File: config.mk
export PLATFORM = sky130hd
export DESIGN_NAME = ro_freq_meter
export DESIGN_NICKNAME = d
export VERILOG_FILES = /design/src/rtl/ro_freq_meter.sv
export SDC_FILE = /design/constraint.sdc
export NUM_CORES = 1
export LEC_CHECK = 0
export ABC_AREA = 0
export BUFFER_PORTS_ARGS = -buffer_cell sky130_fd_sc_hd__buf_4
export CAP_MARGIN = 0
export CORE_MARGIN = 10
export CORE_UTILIZATION = 30
export DETAILED_ROUTE_END_ITERATION = 6
export GPL_TIMING_DRIVEN = 0
export PLACE_DENSITY = 0.58
export SYNTH_ARGS = -nofsm -noshare
export SYNTH_HDL_FRONTEND = slang
export SYNTH_SLANG_ARGS = --single-unit
File: constraint.sdc
create_clock -name clk -period 3.38 [get_ports clk]
set_clock_uncertainty 0.2 [all_clocks]
set_input_delay 0.507 -clock clk [delete_from_list [all_inputs] [get_ports clk]]
set_output_delay 0.507 -clock clk [all_outputs]
set_load 0.05 [all_outputs]
File: src/rtl/ro_freq_meter.sv
// Gated ring-oscillator edge counter: counts synchronized rising edges of ro_in
// over a programmable window of clk cycles and holds the saturating result.
module ro_freq_meter #(
   parameter int CNT_W  = 16,
   parameter int GATE_W = 12
) (
   input  logic              clk,
   input  logic              rst,
   input  logic              ro_in,
   input  logic              start,
   input  logic [GATE_W-1:0] gate_len,
   output logic              busy,
   output logic              done,
   output logic [CNT_W-1:0]  count,
   output logic              overflow
);

   typedef enum logic [1:0] {
      S_IDLE  = 2'd0,
      S_ARM   = 2'd1,
      S_COUNT = 2'd2,
      S_DONE  = 2'd3
   } state_t;

   localparam logic [CNT_W-1:0]  CNT_ONE  = {{(CNT_W-1){1'b0}}, 1'b1};
   localparam logic [GATE_W-1:0] GATE_ONE = {{(GATE_W-1){1'b0}}, 1'b1};

   state_t            r_state;
   state_t            w_state_next;
   logic [2:0]        r_sync;
   logic              w_rise;
   logic [GATE_W-1:0] r_gate_cnt;
   logic [GATE_W-1:0] w_gate_cnt_next;
   logic [CNT_W-1:0]  r_edge_cnt;
   logic [CNT_W-1:0]  w_edge_cnt_next;
   logic              r_sat;
   logic              w_sat_next;
   logic [CNT_W-1:0]  r_count;
   logic [CNT_W-1:0]  w_count_next;
   logic              r_overflow;
   logic              w_overflow_next;

   // Two flops resolve metastability; the third gives the previous level for edge detect.
   always_ff @(posedge clk) begin
      if (rst) begin
         r_sync <= 3'b000;
      end else begin
         r_sync <= {r_sync[1:0], ro_in};
      end
   end

   assign w_rise = r_sync[1] & ~r_sync[2];

   always_ff @(posedge clk) begin
      if (rst) begin
         r_state <= S_IDLE;
      end else begin
         r_state <= w_state_next;
      end
   end

   always_comb begin
      w_state_next    = r_state;
      w_gate_cnt_next = r_gate_cnt;
      w_edge_cnt_next = r_edge_cnt;
      w_sat_next      = r_sat;
      w_count_next    = r_count;
      w_overflow_next = r_overflow;
      unique case (r_state)
         S_IDLE: begin
            if (start) begin
               w_edge_cnt_next = '0;
               w_sat_next      = 1'b0;
               if (gate_len != '0) begin
                  w_gate_cnt_next = gate_len;
                  w_state_next    = S_ARM;
               end else begin
                  w_count_next    = '0;
                  w_overflow_next = 1'b0;
                  w_state_next    = S_DONE;
               end
            end
         end
         S_ARM: begin
            w_state_next = S_COUNT;
         end
         S_COUNT: begin
            if (w_rise) begin
               if (&r_edge_cnt) begin
                  w_sat_next = 1'b1;
               end else begin
                  w_edge_cnt_next = r_edge_cnt + CNT_ONE;
               end
            end
            w_gate_cnt_next = r_gate_cnt - GATE_ONE;
            // The final window cycle's edge is folded into the published result.
            if (r_gate_cnt == GATE_ONE) begin
               w_count_next    = w_edge_cnt_next;
               w_overflow_next = w_sat_next;
               w_state_next    = S_DONE;
            end
         end
         S_DONE: begin
            w_state_next = S_IDLE;
         end
         default: begin
            w_state_next = S_IDLE;
         end
      endcase
   end

   always_ff @(posedge clk) begin
      if (rst) begin
         r_gate_cnt <= '0;
         r_edge_cnt <= '0;
         r_sat      <= 1'b0;
         r_count    <= '0;
         r_overflow <= 1'b0;
      end else begin
         r_gate_cnt <= w_gate_cnt_next;
         r_edge_cnt <= w_edge_cnt_next;
         r_sat      <= w_sat_next;
         r_count    <= w_count_next;
         r_overflow <= w_overflow_next;
      end
   end

   assign busy     = (r_state == S_ARM) || (r_state == S_COUNT);
   assign done     = (r_state == S_DONE);
   assign count    = r_count;
   assign overflow = r_overflow;

endmodule
=== After elaboration in Yosys (flattened, before gate mapping) ===
Index checks and enable logic that the tools add are counted.

* Reduce and logical (&&, ||, !) cells: 9
* Bitwise operators: 2
* Add/subtract/negate cells: 2
* Equal/unequal tests: 8
* Multiplexer cells: 23

{| class="wikitable"
|+ Operator list
! cell !! count
|-
| 16-bit two-way mux || 6
|-
| 16-bit case mux with 2 select lines || 2
|-
| 12-bit two-way mux || 2
|-
| 12-bit case mux with 2 select lines || 1
|-
| 16-bit by 1-bit adder with 16-bit output (second input constant) || 1
|-
| 16-bit AND reduction || 1
|-
| 12-bit by 1-bit == test with 1-bit output (second input constant) || 1
|-
| 12-bit nonzero test || 1
|-
| 12-bit by 1-bit subtractor with 12-bit output (second input constant) || 1
|-
| 2-bit != test (second input constant) || 4
|-
| 2-bit case mux with 4 select lines || 1
|-
| 1-bit two-way mux || 6
|-
| 2-bit two-way mux || 3
|-
| 2-bit == test (second input constant) || 2
|-
| 1-bit case mux with 2 select lines || 2
|-
| 2-bit AND reduction || 2
|-
| 4-bit AND reduction || 1
|-
| 3-bit AND reduction || 1
|-
| 2-bit by 1-bit == test with 1-bit output (second input constant) || 1
|-
| 2-bit zero test || 1
|-
| 2-bit nonzero test || 1
|-
| 1-bit bitwise AND || 1
|-
| 1-bit logical OR || 1
|-
| 1-bit inverter || 1
|}

* Output and inout bits: 19
* Input bits: 16
* Flip-flop bits (word level): 51
* Logic and storage cells: 51

=== Logic depth before layout (Yosys ltp) ===
* Depth after elaboration: 5
* Mapped depth: 9
* Mapped depth without buffers: 7

=== Least setup slack after synthesis ===
Ideal clock, no wire load.

* Path kind: register to register
* Start: register r_edge_cnt[0]
* End: register r_edge_cnt[0]
* Stages on the path, launching flop included: 7
* Data arrival time: 1.848 ns
* Data required time: 3.052 ns
* Library setup time: 0.128 ns
* Slack: 1.204 ns
* Path buffers: 0
* Clock period less this slack: 2.176 ns
* Path through: dfxtp_1 > ha_1 > nand4_4 > o41ai_4 > mux2_2 > a22oi_1 > nor2_1

* Cells in the longest elaborated chain, start to end: 4
* Elaborated cells between the ends (all ways): 5
* Those cells by class: add/sub (1); mux (3); reduce/logical (1)

{| class="wikitable"
|+ Ends and longest elaborated chain
! what !! RTL line !! text
|-
| start, declared || 34 || <nowiki>logic [CNT_W-1:0] r_edge_cnt;</nowiki>
|-
| start signal, assigned || 121 || <nowiki>r_edge_cnt <= w_edge_cnt_next;</nowiki>
|-
| 16-bit by 1-bit adder with 16-bit output / 16-bit AND reduction (equally long branches) || 92, 89 ||
|-
| 16-bit two-way mux || 89 || <nowiki>if (&r_edge_cnt) begin</nowiki>
|-
| 16-bit two-way mux * || 88 || <nowiki>if (w_rise) begin</nowiki>
|-
| 16-bit case mux with 2 select lines * || 69 || <nowiki>unique case (r_state)</nowiki>
|}

Mark *: on every way between the ends. The rest lies on a longest branch, timed or not.
A chain may end at the register's enable or synchronous reset.

=== Worst setup path in the final report ===
* Start: register r_state[0]
* End: register r_gate_cnt[2]

* Cells in the longest elaborated chain, start to end: 3
* Elaborated cells between the ends (all ways): 7
* Those cells by class: eq/ne (3); mux (1); reduce/logical (3)

{| class="wikitable"
|+ Ends and longest elaborated chain
! what !! RTL line !! text
|-
| start, declared || 28 || <nowiki>state_t r_state;</nowiki>
|-
| start signal, assigned || 58 || <nowiki>r_state <= w_state_next;</nowiki>
|-
| 2-bit == test / 2-bit zero test (equally long branches) || 69 ||
|-
| 2-bit nonzero test (no line) / 2-bit != test (equally long branches) || n/a ||
|-
| 3-bit AND reduction (no line) || n/a ||
|-
| end signal, assigned || 120 || <nowiki>r_gate_cnt <= w_gate_cnt_next;</nowiki>
|-
| end, declared || 32 || <nowiki>logic [GATE_W-1:0] r_gate_cnt;</nowiki>
|}

Several ways; a longest one is shown, not always the timed one.

==> run summary <==
The busiest layer in global routing was met2. The warning count from the yosys run is 0. The logs give 0 for the quantity of gates resized following cts and 0.32 ns for the clock latency on the worst-skew pair. Entering global routing, the biggest net connects 17 pins.

Dividing the detail-routed wire length by the instance count gives 16.6 um. The number of antenna violations at the first check in global routing was 0; the switching part of the total power was 0.319. The logs give 35 for the number of top-level pins and 0.463 for the sequential cell fraction of total power. Broken down by cell family, the worst path's largest delay share belongs to multiplexers. Data arrives at the worst endpoint at 2.83 ns.

The clock passes through at most 2 buffers. The total power after layout is 1.41 mW, and the standard-cell row count is 36. After legalization and detailed placement, the total HPWL measured 6460 um.

In this run, distinct cell masters in the synthesized netlist total 72. The share of post-route cells with drive strength above 1 is 0.188, and the final clock period utilization by the worst path is 0.840. The number of setup buffers added after CTS is 0. In this run the power density over the cells is 394 nW/um2. In this run the horizontal extent of the chip is 121 um.

During placement, the flow inserted port buffers numbering 34. In this run, post-CTS hold repair placed 0 buffers. The run gives 3040 um2 as the synthesized cell area. Traced cell by cell, the critical path runs through inv_1, ha_1, clkbuf_2, mux2i_1, a41oi_1, buf_2, a22oi_1, nor2_1. The highest attainable clock frequency was 0.352 GHz; the number of enable flip-flop cells after synthesis was 0.

The max-slew violation count is 0. Setup repair after global routing left no endpoint under its margin. Internal power comes to 0.959 mW. The sequential element share of the synthesized area is 0.336, and the largest fanout of any net on the critical path is 10. For the met3 demand-to-capacity share in global routing, the log shows 0.0223. The logs give 415 for the number of nets in the final layout and 0.205 ns for the worst hold slack after final layout. Counting every sink on the clock net gives 51. The run gives 1.30 nW as the leakage power. The repair_antennas step left the layout with diodes totalling 0. In this run, the number of DRC markers left after iteration 0 of detailed routing was 264. The proportion of power drawn by combinational gates is 0.219.

From synthesis to final layout, the design area changed by 17.6%. The fraction of power consumed by the clock network was 0.318. In this run, synthesis produced a sequential element count of 51. Once layout is complete, the cells apart from fillers number 526. The number of vias per cell was 5.40.

The cell sitting at the root of the clock tree is a clkbuf_8. Cell at the slowest stage of the critical path: mux2i_1. After routing, the total negative slack on setup checks comes to 0 ns. The logs give 0.185 for the met2 usage in global routing and 8730 um for the sum of routed wire length over all layers.

The run gives 0 as the number of hold-slack violations in the final timing report. Setup violations remaining at the end of the flow were counted as 0. The routed layout has 2843 vias.

Measured along the y axis, the die boundary spans 121 um. For this run, the leading register cell type out of synthesis is dfxtp_1. In this design, the stage delay of the slowest critical-path cell is 0.85 ns.

The weighted congestion at the end of routability-driven global placement came out at 0.923. The effective utilization at floorplan was 0.309; the final critical-path required period was 2.84 ns. The cell count after synthesis came out at 351. TritonCTS built the clock tree. The mean cell area of the mapped netlist is 8.65 um2. Final core utilization: 0.364. The logs give 0.449 mW for the net load switching power and 0 for the DRC violation count after routing. VDD sags by at most 198 uV.

In this run the worst hold path is classified as in -> reg. Across the run, the number of max-cap violations was 0. STA classifies the critical path startpoint as a flop.

The placed instance count was 518; the met1 capacity usage during global routing was 0.156. The first global-routing pass estimated 14100 um of wire. Together, buffers and inverters on the worst path number 3. STA puts the critical path data required time at 3.38 ns.

The overall global routing resource usage was 0.118; the clock-pin slew on the worst setup and hold paths was 0.10 ns. The run finished with clean final reports. The critical path in this run is classified as reg -> reg. The number of nets in the synthesized netlist is 374. The pin slew with the least headroom to its limit was 1.00 ns; the max-slew headroom at the worst pin was 0.311. The tools report the number of global-route vias before repair as 2676. The number of nets with antenna violations after routing was 0; the die area was 14500 um2. In this run the standard cell core region covers 9820 um2. For this run, the detailed router's first-pass iteration total came to 5.

The clock tree synthesis step divided the H-tree into 2 levels. The total CTS buffers was 5. The endpoint class of the critical path was a flop. The fraction of registers with async set/reset is 0, and the global route total overflow is 0.
synth_stat cells (4+ instances only):
library cell  instances  area share
nor3_1               12       0.020
nand2b_1             11       0.023
o32ai_1               9       0.026
xor2_1                4       0.012
a21oi_1              19       0.031
a22oi_1               7       0.017
nand2_1              27       0.033
inv_1                18       0.022
nand3_1               8       0.013
mux2_2                4       0.015
nand3b_1              9       0.022
nor2_1               26       0.032
a211oi_1              4      0.0099
ha_1                  7       0.029
dfxtp_1              51        0.34
a41oi_1               4       0.012
mux2i_1               7       0.023
nor2b_1               6       0.012
o21ai_0              23       0.038
a31oi_1               5       0.010
clkbuf_1              9       0.011
nor4_1                8       0.016
buf_6                 4       0.015
routing by layer:
| layer | vias to the layer above | routed length (um) | share of wire |
|---|---|---|---|
| met5 | - | 0 | 0 |
| met4 | 0 | 175 | 0.020 |
| met3 | 12 | 477 | 0.055 |
| met2 | 84 | 3880 | 0.44 |
| met1 | 1357 | 4190 | 0.48 |
| li1 | 1390 | - | - |
power groups by stage:
stage | logic, mW | registers (mW) | clock network (mW)
after floorplan | 0.217 | 0.660 | 0
after global placement | 0.301 | 0.665 | 0
after detailed placement | 0.305 | 0.665 | 0
after CTS | 0.306 | 0.651 | 0.459
after global routing | 0.338 | 0.656 | 0.480
final | 0.309 | 0.652 | 0.448
stage by stage:
stage | cell area (um2) | setup slack, ns
CTS | 3570 | 0.521
detailed placement | 3460 | 0.489
floorplan | 3040 | 1.20
global route | 3570 | 0.299
global placement | 3460 | 0.443
finish | 3570 | 0.541
state kept, by name, indices dropped and copies added (netlist names):
name / flops
r_sat: 1
overflow: 1
r_state: 2
count: 16
r_sync: 3
r_gate_cnt: 12
r_edge_cnt: 16
cells by family after synthesis:
kind of cell	share of synthesized area
xor gates and xnor gates	0.0173
and+or+nand+nor	0.276
DFF	0.336
buffers and inverters	0.0618
AOI/OAI and AO/OA	0.237
muxes	0.0428
adders and majority gates	0.0288
cell type report:
cell class	count	area, um2
well taps	133	166
clock inverters	3	43.8
fillers	1035	6250
inverters	18	67.6
clock buffers	5	68.8
flip-flops and latches	51	1020
multi-input cells	262	1830
plain buffers	20	120
repair buffers	34	255
worst reg2reg max path, delay by kind of cell (launching register included):
kind,cells,cell delay [ns]
mux,1,0.85
buf+inv,3,0.60
compound gates,2,0.53
flops,1,0.34
fa+ha+maj,1,0.15
simple gates,1,0.05
layout by cell type (no fill, tap or decap), types with 6 or more instances in the layout:
cell type,n
a21oi_1,19
a22oi_1,7
buf_4,35
clkbuf_1,9
dfxtp_1,51
ha_1,7
inv_1,18
mux2i_1,7
nand2_1,27
nand2b_1,11
nand3_1,8
nand3b_1,9
nor2_1,26
nor2b_1,6
nor3_1,12
nor4_1,8
o21ai_0,23
o32ai_1,9
path summary, 6_finish.rpt:
check                  start       endpoint  slack, ns  cells after the start
setup reg to reg  r_state[0]  r_gate_cnt[2]       0.54                      8
hold / removal         ro_in      r_sync[0]       0.20                      2
hold reg to reg    r_sync[0]      r_sync[1]       0.24                      1
setup / recovery  r_state[0]  r_gate_cnt[2]       0.54                      8
Power figures use the tool's default switching activity.
